### src/rtl/mips_pkg.sv
// Shared definitions for the MIPS front end: reset PC, NOP, fetch FSM encoding,
// and the IF/ID and redirect bundles exchanged between fetch sub-blocks.
package mips_pkg;

  localparam logic [31:0] RESET_PC_DEF = 32'h0000_0000;
  localparam logic [31:0] NOP_INSTR    = 32'h0000_0000;
  localparam logic [31:0] PC_INC       = 32'd4;

  // Fetch FSM encoding
  localparam logic [1:0] ST_IDLE  = 2'd0;
  localparam logic [1:0] ST_FETCH = 2'd1;
  localparam logic [1:0] ST_HOLD  = 2'd2;
  localparam logic [1:0] ST_DROP  = 2'd3;

  // One fetched instruction plus its PC+4; used for IF/ID and the skid slot
  typedef struct packed {
    logic        vld;
    logic [31:0] instr;
    logic [31:0] pc4;
  } ifid_t;

  // Control-path redirect request as seen by fetch
  typedef struct packed {
    logic        redirect;
    logic [31:0] target;
  } redir_t;

endpackage

### src/rtl/next_pc_calc.sv
// Redirect target computation: beq target, j target, branch-over-jump priority.
module next_pc_calc
  import mips_pkg::*;
(
  input  logic        br_taken,
  input  logic [31:0] br_pc4,
  input  logic [15:0] br_imm,
  input  logic        jmp,
  input  logic [31:0] jmp_pc4,
  input  logic [25:0] jmp_idx,
  output redir_t      redir
);

  logic [31:0] br_tgt;
  logic [31:0] jmp_tgt;

  // Word offset sign-extended and scaled to bytes; wraps modulo 2^32
  assign br_tgt  = br_pc4 + {{14{br_imm[15]}}, br_imm, 2'b00};
  assign jmp_tgt = {jmp_pc4[31:28], jmp_idx, 2'b00};

  // The branch is the older instruction, so it wins over a same-cycle jump
  always_comb begin
    redir.redirect = br_taken | jmp;
    redir.target   = br_taken ? br_tgt : jmp_tgt;
  end

endmodule

### src/rtl/fetch_unit.sv
// Instruction fetch stage: PC, single-outstanding imem read, IF/ID register,
// one-entry skid for decode stalls, and flush/redirect handling.
module fetch_unit
  import mips_pkg::*;
#(
  parameter logic [31:0] RESET_PC = RESET_PC_DEF
) (
  input  logic        clk,
  input  logic        rst_n,
  output logic        imem_req,
  output logic [31:0] imem_addr,
  input  logic        imem_ack,
  input  logic [31:0] imem_rdata,
  input  logic        id_stall,
  input  logic        br_taken,
  input  logic [31:0] br_pc4,
  input  logic [15:0] br_imm,
  input  logic        jmp,
  input  logic [31:0] jmp_pc4,
  input  logic [25:0] jmp_idx,
  output logic        if_id_valid,
  output logic [31:0] if_id_instr,
  output logic [31:0] if_id_pc4
);

  logic [1:0]  state, state_nxt;
  logic [31:0] pc, pc_nxt;
  logic [31:0] pend_tgt, pend_nxt;
  ifid_t       ifid, ifid_nxt;
  ifid_t       skid, skid_nxt;
  redir_t      redir;
  logic        ack;
  logic        loadable;
  logic [31:0] pc_inc;

  next_pc_calc u_npc (
    .br_taken (br_taken),
    .br_pc4   (br_pc4),
    .br_imm   (br_imm),
    .jmp      (jmp),
    .jmp_pc4  (jmp_pc4),
    .jmp_idx  (jmp_idx),
    .redir    (redir)
  );

  // Request is a pure function of state; address is the PC, stable until ack
  assign imem_req  = (state == ST_FETCH) || (state == ST_DROP);
  assign imem_addr = pc;

  // A response only counts while a request is actually outstanding
  assign ack      = imem_ack & imem_req;
  assign loadable = !ifid.vld || !id_stall;
  assign pc_inc   = pc + PC_INC;

  assign if_id_valid = ifid.vld;
  assign if_id_instr = ifid.instr;
  assign if_id_pc4   = ifid.pc4;

  // Next-state logic for FSM, PC, pending target, IF/ID and skid
  always_comb begin
    state_nxt = state;
    pc_nxt    = pc;
    pend_nxt  = pend_tgt;
    ifid_nxt  = ifid;
    skid_nxt  = skid;
    case (state)
      ST_IDLE: begin
        state_nxt = ST_FETCH;
      end
      ST_FETCH: begin
        if (redir.redirect) begin
          ifid_nxt.vld = 1'b0;
          skid_nxt.vld = 1'b0;
          if (ack) begin
            pc_nxt = redir.target;
          end else begin
            // Request already on the bus must finish before re-issuing
            pend_nxt  = redir.target;
            state_nxt = ST_DROP;
          end
        end else if (ack) begin
          pc_nxt = pc_inc;
          if (loadable) begin
            ifid_nxt = '{vld: 1'b1, instr: imem_rdata, pc4: pc_inc};
          end else begin
            skid_nxt  = '{vld: 1'b1, instr: imem_rdata, pc4: pc_inc};
            state_nxt = ST_HOLD;
          end
        end else if (loadable) begin
          ifid_nxt.vld = 1'b0;
        end
      end
      ST_HOLD: begin
        if (redir.redirect) begin
          ifid_nxt.vld = 1'b0;
          skid_nxt.vld = 1'b0;
          pc_nxt       = redir.target;
          state_nxt    = ST_FETCH;
        end else if (!id_stall) begin
          ifid_nxt     = skid;
          skid_nxt.vld = 1'b0;
          state_nxt    = ST_FETCH;
        end
      end
      ST_DROP: begin
        ifid_nxt.vld = 1'b0;
        skid_nxt.vld = 1'b0;
        if (redir.redirect) pend_nxt = redir.target;
        if (ack) begin
          // Stale word is dropped; the newest redirect target is the one to use
          pc_nxt    = redir.redirect ? redir.target : pend_tgt;
          state_nxt = ST_FETCH;
        end
      end
      default: begin
        state_nxt = ST_IDLE;
      end
    endcase
  end

  // State registers with asynchronous active-low reset
  always_ff @(posedge clk or negedge rst_n) begin
    if (!rst_n) begin
      state    <= ST_IDLE;
      pc       <= RESET_PC;
      pend_tgt <= '0;
      ifid     <= '{vld: 1'b0, instr: NOP_INSTR, pc4: 32'h0};
      skid     <= '0;
    end else begin
      state    <= state_nxt;
      pc       <= pc_nxt;
      pend_tgt <= pend_nxt;
      ifid     <= ifid_nxt;
      skid     <= skid_nxt;
    end
  end

endmodule

### config.mk
export PLATFORM = sky130hd
export DESIGN_NAME = fetch_unit
export DESIGN_NICKNAME = d
export VERILOG_FILES = /design/src/rtl/mips_pkg.sv /design/src/rtl/next_pc_calc.sv /design/src/rtl/fetch_unit.sv
export SDC_FILE = /design/constraint.sdc
export NUM_CORES = 1
export LEC_CHECK = 0
export BUFFER_PORTS_ARGS = -buffer_cell sky130_fd_sc_hd__buf_2
export CORE_MARGIN = 10
export CORE_UTILIZATION = 50
export CTS_CLUSTER_DIAMETER = 60
export CTS_CLUSTER_SIZE = 20
export DETAILED_ROUTE_END_ITERATION = 16
export PLACE_DENSITY = 0.77
export SLEW_MARGIN = 20
export SYNTH_ARGS = -nofsm -noshare
export SYNTH_HDL_FRONTEND = slang
export SYNTH_HIERARCHICAL = 1
export SYNTH_SLANG_ARGS = --single-unit
### constraint.sdc
create_clock -name clk -period 5.26 [get_ports clk]
set_input_delay 0.526 -clock clk [delete_from_list [all_inputs] [get_ports clk]]
set_output_delay 0.526 -clock clk [all_outputs]
set_load 0.02 [all_outputs]
==> metrics.md <==
| Metric | Value |
|---|---|
| Result of the run | `completed` |
| Layout cells sized above 1 | `~28%` |
| Power share of the combinational group | `29.0%` |
| Data arrival at the endpoint of the critical path | `3.44 ns` |
| Final setup violation count | `0` |
| Number of synthesis warnings | `6` |
| Total routing usage reported by global routing | `21.0%` |
| Max frequency | `0.321 GHz` |
| Kind of critical path | `input pin to flip-flop` |
| Total Die Area | `29400 sq um` |
| Total met2 wirelength after detailed routing | `~14 mm` |
| Antenna violation net count after detailed routing | `0` |
| Detailed Routing Iterations Pass 1 | `5` |
| Starting Density | `roughly 51%` |
| HPWL reported at the end of detailed placement | `22.3 mm` |
| Worst Max-Slew Pin Slew | `0.977 ns` |
| Share of power burned in the clock network | `29.2%` |
| Number of distinct standard cells referenced by the synthesized netlist | `84` |
| Synth Area per Inst | `9.37 sq um` |
| Flip-flop cell with the highest count after synthesis | `dfrtp_1` |
| Total DRC errors in the routed layout | `0` |
| Fin util | `58.7%` |
| Logic depth of the worst register-to-register path | `6` |
| Power density over the cells | `357 nW/um^2` |
| Register-to-register path setup slack | `approximately 2.4 ns` |
| Post-DR vias/cell | `5.90` |
| Clock tree root driver cell | `clkbuf_16` |
| # diodes | `0` |
| Met3 WL post-DR | `2.22 mm` |
| Count of instances resized after the clock tree is built | `0` |
| Fraction of power consumed by sequential logic | `41.8%` |
| Final max-slew violation count | `0` |
| Count of pins on the block boundary | `~240` |
| Average routed wire per standard cell | `roughly 18 um` |
| Rows | `55` |
| Number of global-route vias before repair | `around 9600` |
| Maximum fanout along the worst path | `15` |
| CTS tree | `built` |
| Endpoint kind of the worst setup timing path | `flip-flop` |
| Detailed-routing wirelength on met1 | `14.3 mm` |
| Post-CTS setup buffers | `0` |
| Share of the clock period used by the worst path after layout | `59.2%` |
| CTS buffer count | `17` |
| Largest net degree at the start of global routing | `roughly 130` |
| Height of the die | `around 170 um` |
| Summed negative setup slack over all endpoints | `0 ns` |
| Initial DRC Count | `793` |
| Count of mapped cells out of synthesis | `1223` |
| Number of enable-type register cells in the synthesized netlist | `0` |
| Required @ worst endpoint | `5.59 ns` |
| Share of async-settable or async-resettable flops after synthesis | `100%` |
| Worst IR Drop VDD | `around 240 uV` |
| Number of max-cap violations | `0` |
| Source-to-sink clock delay at the later pin of the worst-skew pair | `0.45 ns` |
| CP cell instances | `buf_2 > ha_1 > a21o_1 > a21o_1 > a21o_1 > a311oi_1 > nor2_1 > a21oi_1 > o311ai_0 > a22oi_1 > nand2_1 > o21ai_1 > o2bb2a_1` |
| Detailed-route via count | `between 9000 and 10000` |
| Synth Cell Area | `11500 sq um` |
| Shortest period the worst path allows | `3.12 ns` |
| Setup Skew | `0.0186 ns` |
| Proportion of netlist area held by the largest area contributor | `42.8%` |
| Core region area | `22600 sq um` |
| Area contributors post-synth | `dfrtp_1 43%, mux2_2 8.4%, nand2_1 6.3%` |
| Cell with the biggest individual delay on the critical path | `ha_1` |
| Filler instances | `1967` |
| Launching point of the worst reg2reg path | `imem_addr[2]$_DFFE_PN0P_` |
| Port-buffer cells | `213` |
| Worst slew slack as a fraction of its limit | `between 30% and 40%` |
| Net Sw Power | `1660 uW` |
| Net total in the final layout | `1556` |
| Endpoint of the worst register-to-register path | `imem_addr[16]$_DFFE_PN0P_` |
| Fin. Hold Viols | `0` |
| Antenna violations before repair | `0` |
| Routability congestion estimate from global placement | `0.921` |
| Uppermost routed layer | `met4` |
| Switching fraction of total power | `35.2%` |
| Most repeated cell in the gate-level netlist after synthesis | `dfrtp_1` |
| Die outline width | `around 170 um` |
| Biggest area consumer among synthesized cells | `dfrtp_1` |
| Hold-fix buffers at CTS | `0` |
| P&R area growth vs syn | `15.5%` |
| Category of cells accounting for the largest share of critical-path delay | `compound AO/OA/AOI/OAI gates` |
| Unrepaired setup endpoints after global routing | `false` |
| Wire length of the first global-routing pass | `50.1 mm` |
| Number of flip-flops and latches in the synthesized netlist | `196` |
| Cell repeated most along the worst path | `a21o_1` |
| Remaining global-route overflow | `0` |
| Worst path max stage delay | `0.40 ns` |
| Kind of start point of the critical path | `input pin` |
| Static power due to leakage | `0.00605 uW` |
| Internal Power | `a little over 3000 uW` |
| Clock tree buffer depth | `2` |
| Count of buffer and inverter cells on the critical path | `1` |
| Clock transition at the registers of the reported paths | `0.08 ns` |
| Summed area of non-filler cells in the final layout | `approximately 13000 sq um` |
| Ranking of synthesized cells by instance count | `196 x dfrtp_1, 191 x nand2_1, 90 x nor2_1, 86 x mux2_2, 68 x o21ai_0` |
| Proportion of synthesized chip area in sequential cells | `42.8%` |
| Area post-placement | `12600 sq um` |
| Number of H-tree levels | `4` |
| Clock Sinks | `196` |
| Routed wire length | `31.0 mm` |
| Path type of the worst min-delay path | `input pin to async pin` |
| WHS | `0.0674 ns` |
| Post-synth net total | `1398` |
==> area by class of cell <==
cell class              count  area [sq um]  share of cell area, %
multi-input cells         919          6070                   45.9
flip-flops and latches    196          4900                   37.0
well taps                 285           357                   2.69
clock inverters            14           196                   1.48
inverters                  19          71.3                  0.538
repair buffers            228          1210                   9.15
clock buffers              18           429                   3.24
==> power groups by stage <==
stage / registers, uW / logic (uW) / clock network, uW
after CTS: 1970 / 1380 / 1400
final: 1970 / 1370 / 1380
after detailed placement: 2000 / 1370 / 0
after floorplan: 2190 / 683 / 0
after global routing: 2020 / 1500 / 1470
after global placement: 1980 / 1350 / 0
==> cell families (layout without fill, tap and decap cells) <==
logic type,count (synthesis),in the layout,synth area share [%]
muxes,89,89,8.75
AOI/OAI and AO/OA,345,345,20.2
buffers and inverters,108,279,4.42
and+or+nand+nor,409,409,16.9
xor gates and xnor gates,45,45,3.44
adders and majority gates,31,31,3.45
DFF,196,196,42.8
==> layer usage <==
metal  vias to the layer above  global-route usage (%)
met5                         -                       0
met4                         0                    5.75
met3                        32                    4.79
met2                       382                    32.9
met1                      4745                    28.6
li1                       4755                       -
==> placed cells by master (no fill, tap or decap), types with 11 or more instances in the layout <==
cell,n
a22oi_1,11
o21ai_0,68
nand4_1,22
a21o_1,19
inv_1,18
o211ai_1,22
buf_2,212
ha_1,30
nor2_1,89
clkbuf_16,17
a31oi_1,45
o21ai_1,17
and3_1,11
mux2_2,86
nand3_1,36
xnor2_1,27
xor2_1,18
a21oi_1,63
o22ai_1,12
nand2_1,191
buf_4,13
dfrtp_1,196
==> stage by stage <==
stage                     power, uW  worst slack, ns  cells
after floorplan                2870             2.35   1223
after global placement         3330             1.83   1647
after detailed placement       3370             1.79   1647
after CTS                      4750             2.20   1679
after global routing           4980             1.91   1679
final                          4730             2.14   1679
==> how the worst max path moves through the flow <==
stage               startpoint                        end  depth (start not counted)
floorplan           br_pc4[18]  imem_addr[28]$_DFFE_PN0P_                         12
global placement    br_imm[15]  imem_addr[28]$_DFFE_PN0P_                         12
detailed placement   br_pc4[2]  imem_addr[24]$_DFFE_PN0P_                         13
CTS                 br_imm[15]  imem_addr[30]$_DFFE_PN0P_                         13
global route        br_imm[15]  imem_addr[30]$_DFFE_PN0P_                         13
finish              br_imm[15]  imem_addr[30]$_DFFE_PN0P_                         13
==> worst register-to-register path: stages, from the launching register on <==
cell and delay [ns]:
dfrtp_1 0.56, ha_1 0.31, nand2_1 0.18, nor4_4 0.73
and4_1 0.34, mux2_2 0.36, o41ai_1 0.32
==> state kept, by name, summed over array words and instances, names as in the netlist <==
register and count:
pend_tgt 32, if_id_pc4 32, if_id_valid 1, state 2, if_id_instr 32, skid 65, imem_addr 32
Note: power is estimated with default switching activity, not from simulation.
